==> config.mk <==
export PLATFORM = sky130hd
export DESIGN_NAME = demultiplexor_tdm_1a4
export DESIGN_NICKNAME = d
export VERILOG_FILES = /design/src/rtl/demultiplexor_tdm_1a4.sv
export SDC_FILE = /design/constraint.sdc
export NUM_CORES = 1
export LEC_CHECK = 0
export BUFFER_PORTS_ARGS = -buffer_cell sky130_fd_sc_hd__buf_4
export CAP_MARGIN = 40
export CELL_PAD_IN_SITES_DETAIL_PLACEMENT = 0
export CELL_PAD_IN_SITES_GLOBAL_PLACEMENT = 1
export CORE_ASPECT_RATIO = 0.5
export CORE_MARGIN = 8
export CORE_UTILIZATION = 42
export DETAILED_ROUTE_END_ITERATION = 10
export HOLD_SLACK_MARGIN = 0.15
export PLACE_DENSITY = 0.81
export SYNTH_ARGS = -nofsm -noshare
export SYNTH_HDL_FRONTEND = slang
export SYNTH_SLANG_ARGS = --single-unit
==> constraint.sdc <==
create_clock -name clk -period 2.8 [get_ports clk]
set_input_delay 0.7 -clock clk [delete_from_list [all_inputs] [get_ports clk]]
set_output_delay 0.7 -clock clk [all_outputs]
set_load 0.03 [all_outputs]
==> src/rtl/demultiplexor_tdm_1a4.sv <==
`default_nettype none
// ============================================================================
// Module   : demultiplexor_tdm_1a4
// Purpose  : 1-to-4 TDM demultiplexer with sync-word framing and realignment.
// Revision : 1.0
// ============================================================================
module demultiplexor_tdm_1a4 #(
    parameter int ANCHO = 8
) (
    input  logic               clk,
    input  logic               rst,
    input  logic [ANCHO-1:0]   din,
    input  logic               din_valid,
    input  logic               sync,
    output logic [4*ANCHO-1:0] A,
    output logic               trama_valida,
    output logic [1:0]         sel,
    output logic               error_sync,
    output logic               alineado,
    output logic [7:0]         cont_tramas
);

    typedef enum logic [0:0] {
        BUSCA    = 1'b0,
        ALINEADO = 1'b1
    } state_t;

    state_t           state;
    state_t           state_next;
    logic [1:0]       sel_next;
    logic             w_store;
    logic             w_frame;
    logic             w_err;
    logic [1:0]       w_slot;
    logic [ANCHO-1:0] r_shadow [3];

    always_ff @(posedge clk) begin
        if (rst) begin
            state <= BUSCA;
        end else begin
            state <= state_next;
        end
    end

    always_comb begin
        state_next = state;
        sel_next   = sel;
        w_store    = 1'b0;
        w_frame    = 1'b0;
        w_err      = 1'b0;
        case (state)
            BUSCA: begin
                if (din_valid && sync) begin
                    w_store    = 1'b1;
                    sel_next   = 2'd1;
                    state_next = ALINEADO;
                end
            end
            ALINEADO: begin
                if (din_valid) begin
                    if (sync && (sel != 2'd0)) begin
                        // Early sync: drop the partial frame and restart at slot 0.
                        w_err    = 1'b1;
                        w_store  = 1'b1;
                        sel_next = 2'd1;
                    end else if (!sync && (sel == 2'd0)) begin
                        w_err      = 1'b1;
                        state_next = BUSCA;
                    end else if (sel == 2'd3) begin
                        w_frame  = 1'b1;
                        sel_next = 2'd0;
                    end else begin
                        w_store  = 1'b1;
                        sel_next = sel + 2'd1;
                    end
                end
            end
            default: begin
                state_next = BUSCA;
            end
        endcase
    end

    // A sync word always lands in slot 0; otherwise the word goes where sel points.
    assign w_slot = sync ? 2'd0 : sel;

    always_ff @(posedge clk) begin
        if (rst) begin
            A            <= '0;
            sel          <= 2'd0;
            cont_tramas  <= 8'd0;
            trama_valida <= 1'b0;
            error_sync   <= 1'b0;
            alineado     <= 1'b0;
            for (int i = 0; i < 3; i++) begin
                r_shadow[i] <= '0;
            end
        end else begin
            sel          <= sel_next;
            trama_valida <= w_frame;
            error_sync   <= w_err;
            alineado     <= (state_next == ALINEADO);
            for (int i = 0; i < 3; i++) begin
                if (w_store && (w_slot == i[1:0])) begin
                    r_shadow[i] <= din;
                end
            end
            if (w_frame) begin
                A           <= {din, r_shadow[2], r_shadow[1], r_shadow[0]};
                cont_tramas <= cont_tramas + 8'd1;
            end
        end
    end

endmodule
`default_nettype wire
==> implementation parameters, run 1 <==
Parameter                              Value

Floorplanning
  Die Wd    131 um
  Core region area    0.00657 mm^2
  Core Rows    21
  Initial cell density of the core    42.5%
  Die Height    73.7 um
  Overall die area    0.00968 mm^2
  Top-level port count    57

Timing
  Final Skew    3.99 ps
  Final period demand of the worst path    2440 ps
  Worst Hold Margin    475 ps
  Fin crit share    87.3%
  Setup tns final    0 ps
  Post-route setup slack    356 ps
  Fin. max-slew vios    0
  RSZ-0062 raised after global routing    no
  Worst slew margin    61.8%
  Hold violation total from the final report    0
  Top achievable clock speed    409 MHz
  Endpoints failing setup    0
  Slew at the pin with the worst max-slew slack    567 ps

Synthesis
  Proportion of synthesized area in mux cells    0%
  Number of synthesized flops with an enable pin    24
  Simple-gate share of the synthesized area    15.7%
  Share of synthesized area occupied by flip-flops and latches    58.0%
  Xor/xnor share of the synthesized area    0%
  Post-synthesis sequential element count    69
  Dominant register cell in the synthesized netlist    dfxtp_1
  Ys async rst share    0%
  Count of unique library cells instantiated by Yosys    36
  Number of warnings printed during yosys synthesis    0
  Nets in the synthesized netlist    282
  Cell types with the largest area share after synthesis    dfxtp_1 32%, edfxtp_1 26%, a21oi_1 7.9%
  Dominant combinational cell family by area after synthesis    compound AO/OA/AOI/OAI gates
  Cell Area, Synth    0.00279 mm^2
  Synth Area per Inst    10.6 um^2
  Compound-cell area share of the yosys netlist    18.7%
  Cell count after synthesis    264
  Arithmetic-cell share of the synthesized area counting full adders, half adders and majority gates    2.69%
  Cell taking the most area after synthesis    dfxtp_1
  Fraction of synthesized cell area taken by the top area cell type    32.2%

Clock tree
  CTS-repair resized insts    0
  CTS tree    yes
  Count of hold-fix buffers inserted at cts    0
  Clock tree buffer depth    2
  H-Tree Depth    3
  Clock input transition at the sequential cells of the worst setup and hold paths    50 ps
  CTS root buf    clkbuf_16
  Insertion delay to the later sink of the worst-skew pair    330 ps
  Clk sinks    69
  Number of buffers inserted to repair setup after CTS    0
  Total clock buffers created by CTS    9

Global routing
  Wire length of the first global-routing pass    10500 um
  Remaining global-route overflow    0
  Overall global routing resource usage    13.6%
  Pin count of the biggest net entering global routing    50
  Number of antenna violations at the first check in global routing    0
  Number of global-route vias before repair    2077

Final layout
  Number of nets in the finished design    330
  Non-filler cells, final    409
  Number of inserted diodes    0
  Area Overhead vs Synth    27.4%
  Leading cell types in the layout, fill and taps excluded    59 x buf_4, 45 x dfxtp_1, 44 x a21oi_1
  Leading cell type in the layout, fill and taps excluded    buf_4
  Layout cells sized above 1    25.9%

Placement
  Half-perimeter wire length of the detailed placement result    4360 um
  Total placed cells including tap cells    393
  Quantity of I/O buffers inserted on ports    56
  Placement-stage worst setup slack    211 ps
  Gp weighted congestion    0.867

Min path
  Hold_sp    A[29]
  Min-delay worst type    register to register

Setup path
  Chain of cells forming the critical path    inv_1 -> ha_1 -> ha_1 -> or2_2 -> a21oi_1 -> a41o_1
  Most frequent cell on the critical path    ha_1
  Kind of cell with the highest combined delay on the critical path    compound AO/OA/AOI/OAI gates
  Critical Path End Type    register
  Critical path data arrival time    2430 ps
  Critical path buffer and inverter count    1
  Required time of the critical path    2780 ps
  Worst R2R Start    sel[0]
  Worst path max stage delay    460 ps
  Max Fanout on Critical Path    8
  Startpoint type of the worst setup path    register
  Launching instance or port of the critical path    sel[0]
  Slowest stage cell, crit path    dfxtp_1
  Classification of the worst setup path    register to register

Route
  Count of routing violations after the opening detailed-route iteration    139
  Vias after detailed routing    2181
  Vias per cell    5.33
  Aggregate routed wire length    6460 um
  Final antenna-violating net count    0
  Number of iterations in the first detailed-routing pass    4
  Average wire length per cell after detail routing    15.8 um
  Residual DRC    0

Pwr
  Lkg Pwr    1.37 nW
  Total power    2.30 mW
  Power per cell area    646 mW/mm^2
  Worst VDD drop    0.363 mV

Flow run
  Max-cap viol count    0

Run status
  Status    finished, final reports clean
==> synth_stat cells, types with 6 or more instances <==
cell type	instances
a21oi_1	44
and2_1	8
clkbuf_1	11
dfxtp_1	45
edfxtp_1	24
ha_1	6
inv_1	6
nand3_1	34
o21ai_0	37
==> kinds of logic (layout without fill, tap and decap cells) <==
kind of cell / Yosys count / after routing
compound gates: 93 / 93
fa+ha+maj: 6 / 6
buf+inv: 29 / 82
flops: 69 / 69
simple gates: 67 / 67
==> power by group <==
part / switching (mW) / internal (mW) / leakage (nW)
sequential: 0.0145 / 1.06 / 0.613
clock: 0.427 / 0.691 / 0.140
combinational: 0.0655 / 0.0366 / 0.622
==> state kept, by name, summed over array words and instances (netlist names) <==
register	flops
sel	2
cont_tramas	8
r_shadow	24
error_sync	1
alineado	1
trama_valida	1
A	32
==> path summary, 6_finish.rpt <==
check / end / slack (ps) / cells after the start
max reg2reg: r_shadow[0][10] / 360 / 6
min: A[29] / 470 / 2
max: r_shadow[0][10] / 360 / 6
min reg2reg: A[29] / 470 / 2
==> worst min-delay path, stage by stage (launching register included) <==
cell and delay, ps:
dfxtp_1 300, o21ai_0 60, a21oi_1 60
==> layer usage <==
| layer | GRT usage [%] | wire, um |
|---|---|---|
| met1 | 16.8 | 3080 |
| met2 | 22.1 | 3150 |
| met3 | 4.30 | 192 |
| met4 | 4.92 | 36 |
| met5 | 0 | 0 |
==> cell type report <==
| cell class | instances | area, um^2 |
|---|---|---|
| Fill cell | 583 | 3010 |
| Sequential cell | 69 | 1620 |
| Multi-Input combinational cell | 166 | 1040 |
| Timing Repair Buffer | 60 | 463 |
| Clock buffer | 9 | 225 |
| Tap cell | 92 | 115 |
| Clock inverter | 7 | 75.1 |
| Inverter | 6 | 22.5 |
==> metrics by stage <==
stage / instance area, um^2 / utilization, %
after floorplan: 2790 / -
after global placement: 3260 / 49.6
after detailed placement: 3260 / 49.6
after CTS: 3560 / 54.2
after global routing: 3560 / 54.2
final: 3560 / 54.2
(Power assumes the default switching activity.)
==> run 2: changes to the inputs <==
--- a/config.mk
+++ b/config.mk
@@ -14,7 +14,7 @@
 export CORE_UTILIZATION = 42
 export DETAILED_ROUTE_END_ITERATION = 10
 export HOLD_SLACK_MARGIN = 0.15
-export PLACE_DENSITY = 0.81
+export PLACE_DENSITY_LB_ADDON = 0.1
 export SYNTH_ARGS = -nofsm -noshare
 export SYNTH_HDL_FRONTEND = slang
 export SYNTH_SLANG_ARGS = --single-unit
==> implementation parameters, run 2 (synthesized netlist as in run 1, its figures left out) <==
Parameter                              Value

Min path
  Min-delay worst type    register to register
  Hold_sp    A[8]

Final layout
  Area Overhead vs Synth    28.2%
  Post-route core utilization    54.5%
  Number of flip-flops under the largest register name    32
  Biggest regs    A (32), r_shadow (24), cont_tramas (8)
  Leading cell type in the layout, fill and taps excluded    buf_4
  Non-filler cells, final    409
  Leading cell types in the layout, fill and taps excluded    59 x buf_4, 45 x dfxtp_1, 44 x a21oi_1
  Layout cells sized above 1    25.9%
  Register name with the most flops    A
  Number of inserted diodes    0
  Number of nets in the finished design    330

Clock tree
  CTS-repair resized insts    0
  Clk sinks    69
  CTS root buf    clkbuf_16
  Insertion delay to the later sink of the worst-skew pair    330 ps
  Number of buffers inserted to repair setup after CTS    0
  Clock input transition at the sequential cells of the worst setup and hold paths    50 ps
  CTS tree    yes
  Clock tree buffer depth    2
  H-Tree Depth    3
  Total clock buffers created by CTS    9
  Count of hold-fix buffers inserted at cts    0

Placement
  Total placed cells including tap cells    393
  Quantity of I/O buffers inserted on ports    56
  Gp weighted congestion    0.780
  Half-perimeter wire length of the detailed placement result    4630 um

Route
  Vias after detailed routing    2178
  Count of routing violations after the opening detailed-route iteration    158
  Average wire length per cell after detail routing    16.2 um
  Final antenna-violating net count    0
  Number of iterations in the first detailed-routing pass    4
  Aggregate routed wire length    6610 um
  Residual DRC    0
  Vias per cell    5.33

Setup path
  Launching instance or port of the critical path    sel[0]
  Slowest stage cell, crit path    dfxtp_1
  Startpoint type of the worst setup path    register
  Critical path data arrival time    2460 ps
  Worst R2R Start    sel[0]
  Worst path max stage delay    480 ps
  Critical Path End Type    register
  Chain of cells forming the critical path    inv_1 -> ha_1 -> ha_1 -> or2_2 -> a21oi_1 -> a41o_1
  Classification of the worst setup path    register to register
  Max Fanout on Critical Path    8
  Most frequent cell on the critical path    ha_1
  Required time of the critical path    2780 ps

Floorplanning
  Overall die area    0.00968 mm^2
  Die Wd    131 um
  Top-level port count    57
  Initial cell density of the core    42.5%
  Core region area    0.00657 mm^2
  Die Height    73.7 um
  Core Rows    21

Timing
  Slew at the pin with the worst max-slew slack    546 ps
  Worst Hold Margin    476 ps
  Final period demand of the worst path    2480 ps
  Top achievable clock speed    404 MHz
  RSZ-0062 raised after global routing    no
  Fin crit share    88.5%
  Endpoints failing setup    0
  Hold violation total from the final report    0
  Final Skew    5.91 ps
  Fin. max-slew vios    0
  Worst slew margin    63.6%
  Setup tns final    0 ps

Pwr
  Worst VDD drop    0.307 mV
  Power per cell area    669 mW/mm^2
  Lkg Pwr    1.39 nW

Global routing
  Overall global routing resource usage    14.7%
  Number of global-route vias before repair    2228
  Remaining global-route overflow    0
  Number of antenna violations at the first check in global routing    0
  Wire length of the first global-routing pass    11300 um
  Pin count of the biggest net entering global routing    50

Run status
  Status    finished, final reports clean

Flow run
  Max-cap viol count    0
[run 2: critical path: cells and delay by family, from the launching register on]
kind	cells	cell delay, ps
fa+ha+maj	2	500
simple gates	1	330
flops	1	480
compound gates	2	730
buf+inv	1	100
[run 2: layer usage]
metal	vias to the layer above	wire [um]	share of wire [%]	track usage, %
li1	1077	-	-	-
met1	1042	3190	48	18.6
met2	53	2970	45	22.3
met3	6	411	6.2	6.82
met4	0	40	0.61	3.40
met5	-	0	0	0
[run 2: power breakdown]
group	switching, mW	leakage (nW)	internal [mW]
Combinational	0.0654	0.622	0.0366
Sequential	0.0154	0.613	1.06
Clock	0.432	0.154	0.782
Total	0.513	1.39	1.88
[run 2: path summary, 6_finish.rpt]
check	endpoint	slack, ps	cells after the start
max	r_shadow[0][22]	320	6
min	A[8]	480	2
max reg2reg	r_shadow[0][22]	320	6
min reg2reg	A[8]	480	2
[run 2: layout make-up]
class                      instances  area [um^2]
sequential                        69         1620
clock inverter                     7         97.6
clock buffer                       9          225
fill                             617         2990
inverter                           6         22.5
tap                               92          115
multi-input combinational        166         1040
timing repair buffer              60          463
[run 2: per-stage QoR]
stage          setup slack, ps  total power, mW  instance area, um^2
3_5_place_dp               217             1.20                 3260
4_1_cts                    328             2.42                 3580
5_1_grt                    180             2.47                 3580
3_3_place_gp               285             1.20                 3260
2_1_floorplan              456             1.16                 2790
6_report                   323             2.40                 3580
==> run 3: changes to the inputs <==
--- a/config.mk
+++ b/config.mk
@@ -5,7 +5,7 @@
 export SDC_FILE = /design/constraint.sdc
 export NUM_CORES = 1
 export LEC_CHECK = 0
-export BUFFER_PORTS_ARGS = -buffer_cell sky130_fd_sc_hd__buf_4
+export BUFFER_PORTS_ARGS = -buffer_cell sky130_fd_sc_hd__buf_2
 export CAP_MARGIN = 40
 export CELL_PAD_IN_SITES_DETAIL_PLACEMENT = 0
 export CELL_PAD_IN_SITES_GLOBAL_PLACEMENT = 1
==> implementation parameters, run 3 (synthesized netlist as in run 1, its figures left out) <==
Parameter                              Value

Placement
  Placement-stage worst setup slack    160 ps
  Quantity of I/O buffers inserted on ports    56
  Half-perimeter wire length of the detailed placement result    4540 um
  Gp weighted congestion    0.773

Floorplanning
  Die Wd    131 um
  Die Height    73.7 um
  Initial cell density of the core    42.5%
  Core Rows    21
  Overall die area    0.00968 mm^2
  Top-level port count    57
  Core region area    0.00657 mm^2

Pwr
  Power per cell area    713 mW/mm^2
  Lkg Pwr    1.41 nW
  Worst VDD drop    0.309 mV

Final layout
  Area Overhead vs Synth    24.4%
  Leading cell types in the layout, fill and taps excluded    56 x buf_2, 45 x dfxtp_1, 44 x a21oi_1
  Number of flip-flops under the largest register name    32
  Leading cell type in the layout, fill and taps excluded    buf_2
  Biggest regs    A (32), r_shadow (24), cont_tramas (8)
  Number of inserted diodes    0
  Post-route core utilization    52.9%
  Layout cells sized above 1    26.9%
  Register name with the most flops    A
  Number of nets in the finished design    333

Timing
  Final period demand of the worst path    2460 ps
  Post-route setup slack    339 ps
  Worst slew margin    59.6%
  Fin. max-slew vios    0
  Top achievable clock speed    406 MHz
  RSZ-0062 raised after global routing    no
  Hold violation total from the final report    0
  Final Skew    5.16 ps
  Endpoints failing setup    0
  Setup tns final    0 ps
  Slew at the pin with the worst max-slew slack    599 ps
  Fin crit share    87.9%

Route
  Residual DRC    0
  Average wire length per cell after detail routing    16.2 um
  Routed metal-1 wire length    3310 um
  Routed length on met2    2900 um
  Aggregate routed wire length    6670 um
  Count of routing violations after the opening detailed-route iteration    135
  Metal3 WL    411 um
  Final antenna-violating net count    0
  Vias after detailed routing    2204
  Top routing layer used    met4
  Number of iterations in the first detailed-routing pass    4
  Vias per cell    5.35

Min path
  Min-delay worst type    register to register
  Hold Crit Depth    2
  Hold_sp    A[15]

Global routing
  Number of antenna violations at the first check in global routing    0
  Remaining global-route overflow    0
  Overall global routing resource usage    14.6%
  Wire length of the first global-routing pass    11200 um
  Pin count of the biggest net entering global routing    46
  Number of global-route vias before repair    2245

Setup path
  Classification of the worst setup path    register to register
  Depth of the worst register-to-register path    6
  Critical Path End Type    register
  Startpoint type of the worst setup path    register
  Required time of the critical path    2780 ps
  Critical path data arrival time    2440 ps
  Max Fanout on Critical Path    8
  Worst R2R Start    sel[0]
  Launching instance or port of the critical path    sel[0]

Clock tree
  H-Tree Depth    3
  Number of buffers inserted to repair setup after CTS    0
  CTS tree    yes
  CTS root buf    clkbuf_16
  Count of hold-fix buffers inserted at cts    0
  CTS-repair resized insts    0
  Total clock buffers created by CTS    9
  Clock tree buffer depth    2
  Clk sinks    69
  Insertion delay to the later sink of the worst-skew pair    320 ps
  Clock input transition at the sequential cells of the worst setup and hold paths    60 ps

Flow run
  Max-cap viol count    0

Run status
  Status    finished, final reports clean
-- run 3: cell type report --
| cell class | instances | area [um^2] |
|---|---|---|
| Clock buffer | 9 | 225 |
| Clock inverter | 7 | 121 |
| Fill cell | 619 | 3090 |
| Inverter | 6 | 22.5 |
| Multi-Input combinational cell | 166 | 1040 |
| Sequential cell | 69 | 1620 |
| Tap cell | 92 | 115 |
| Timing Repair Buffer | 63 | 333 |
-- run 3: final timing paths --
kind                     end  slack [ps]
min                    A[15]         470
min reg2reg            A[15]         470
max          r_shadow[0][11]         340
max reg2reg  r_shadow[0][11]         340
-- run 3: power breakdown --
group / internal [mW] / switching (mW)
clock network: 0.874 / 0.427
logic: 0.0322 / 0.0689
registers: 1.06 / 0.0123
total: 1.97 / 0.508
-- run 3: critical path, stage by stage, from the launching register on --
cell,delay (ps)
dfxtp_1,460
inv_1,100
ha_1,250
ha_1,250
or2_2,330
a21oi_1,250
a41o_1,470
-- run 3: through the flow --
stage	instances	hold slack, ps	area [um^2]	total power [mW]
after floorplan	264	492	2790	1.16
after global placement	396	459	3130	1.20
after detailed placement	396	466	3130	1.20
after CTS	412	474	3470	2.50
after global routing	412	494	3470	2.57
final	412	471	3470	2.48
-- run 3: routing by layer --
| layer | vias up | GRT usage, % |
|---|---|---|
| met2 | 51 | 22.0 |
| met3 | 4 | 6.41 |
| met4 | 0 | 4.54 |
| met1 | 1066 | 18.5 |
| li1 | 1083 | - |
| met5 | - | 0 |
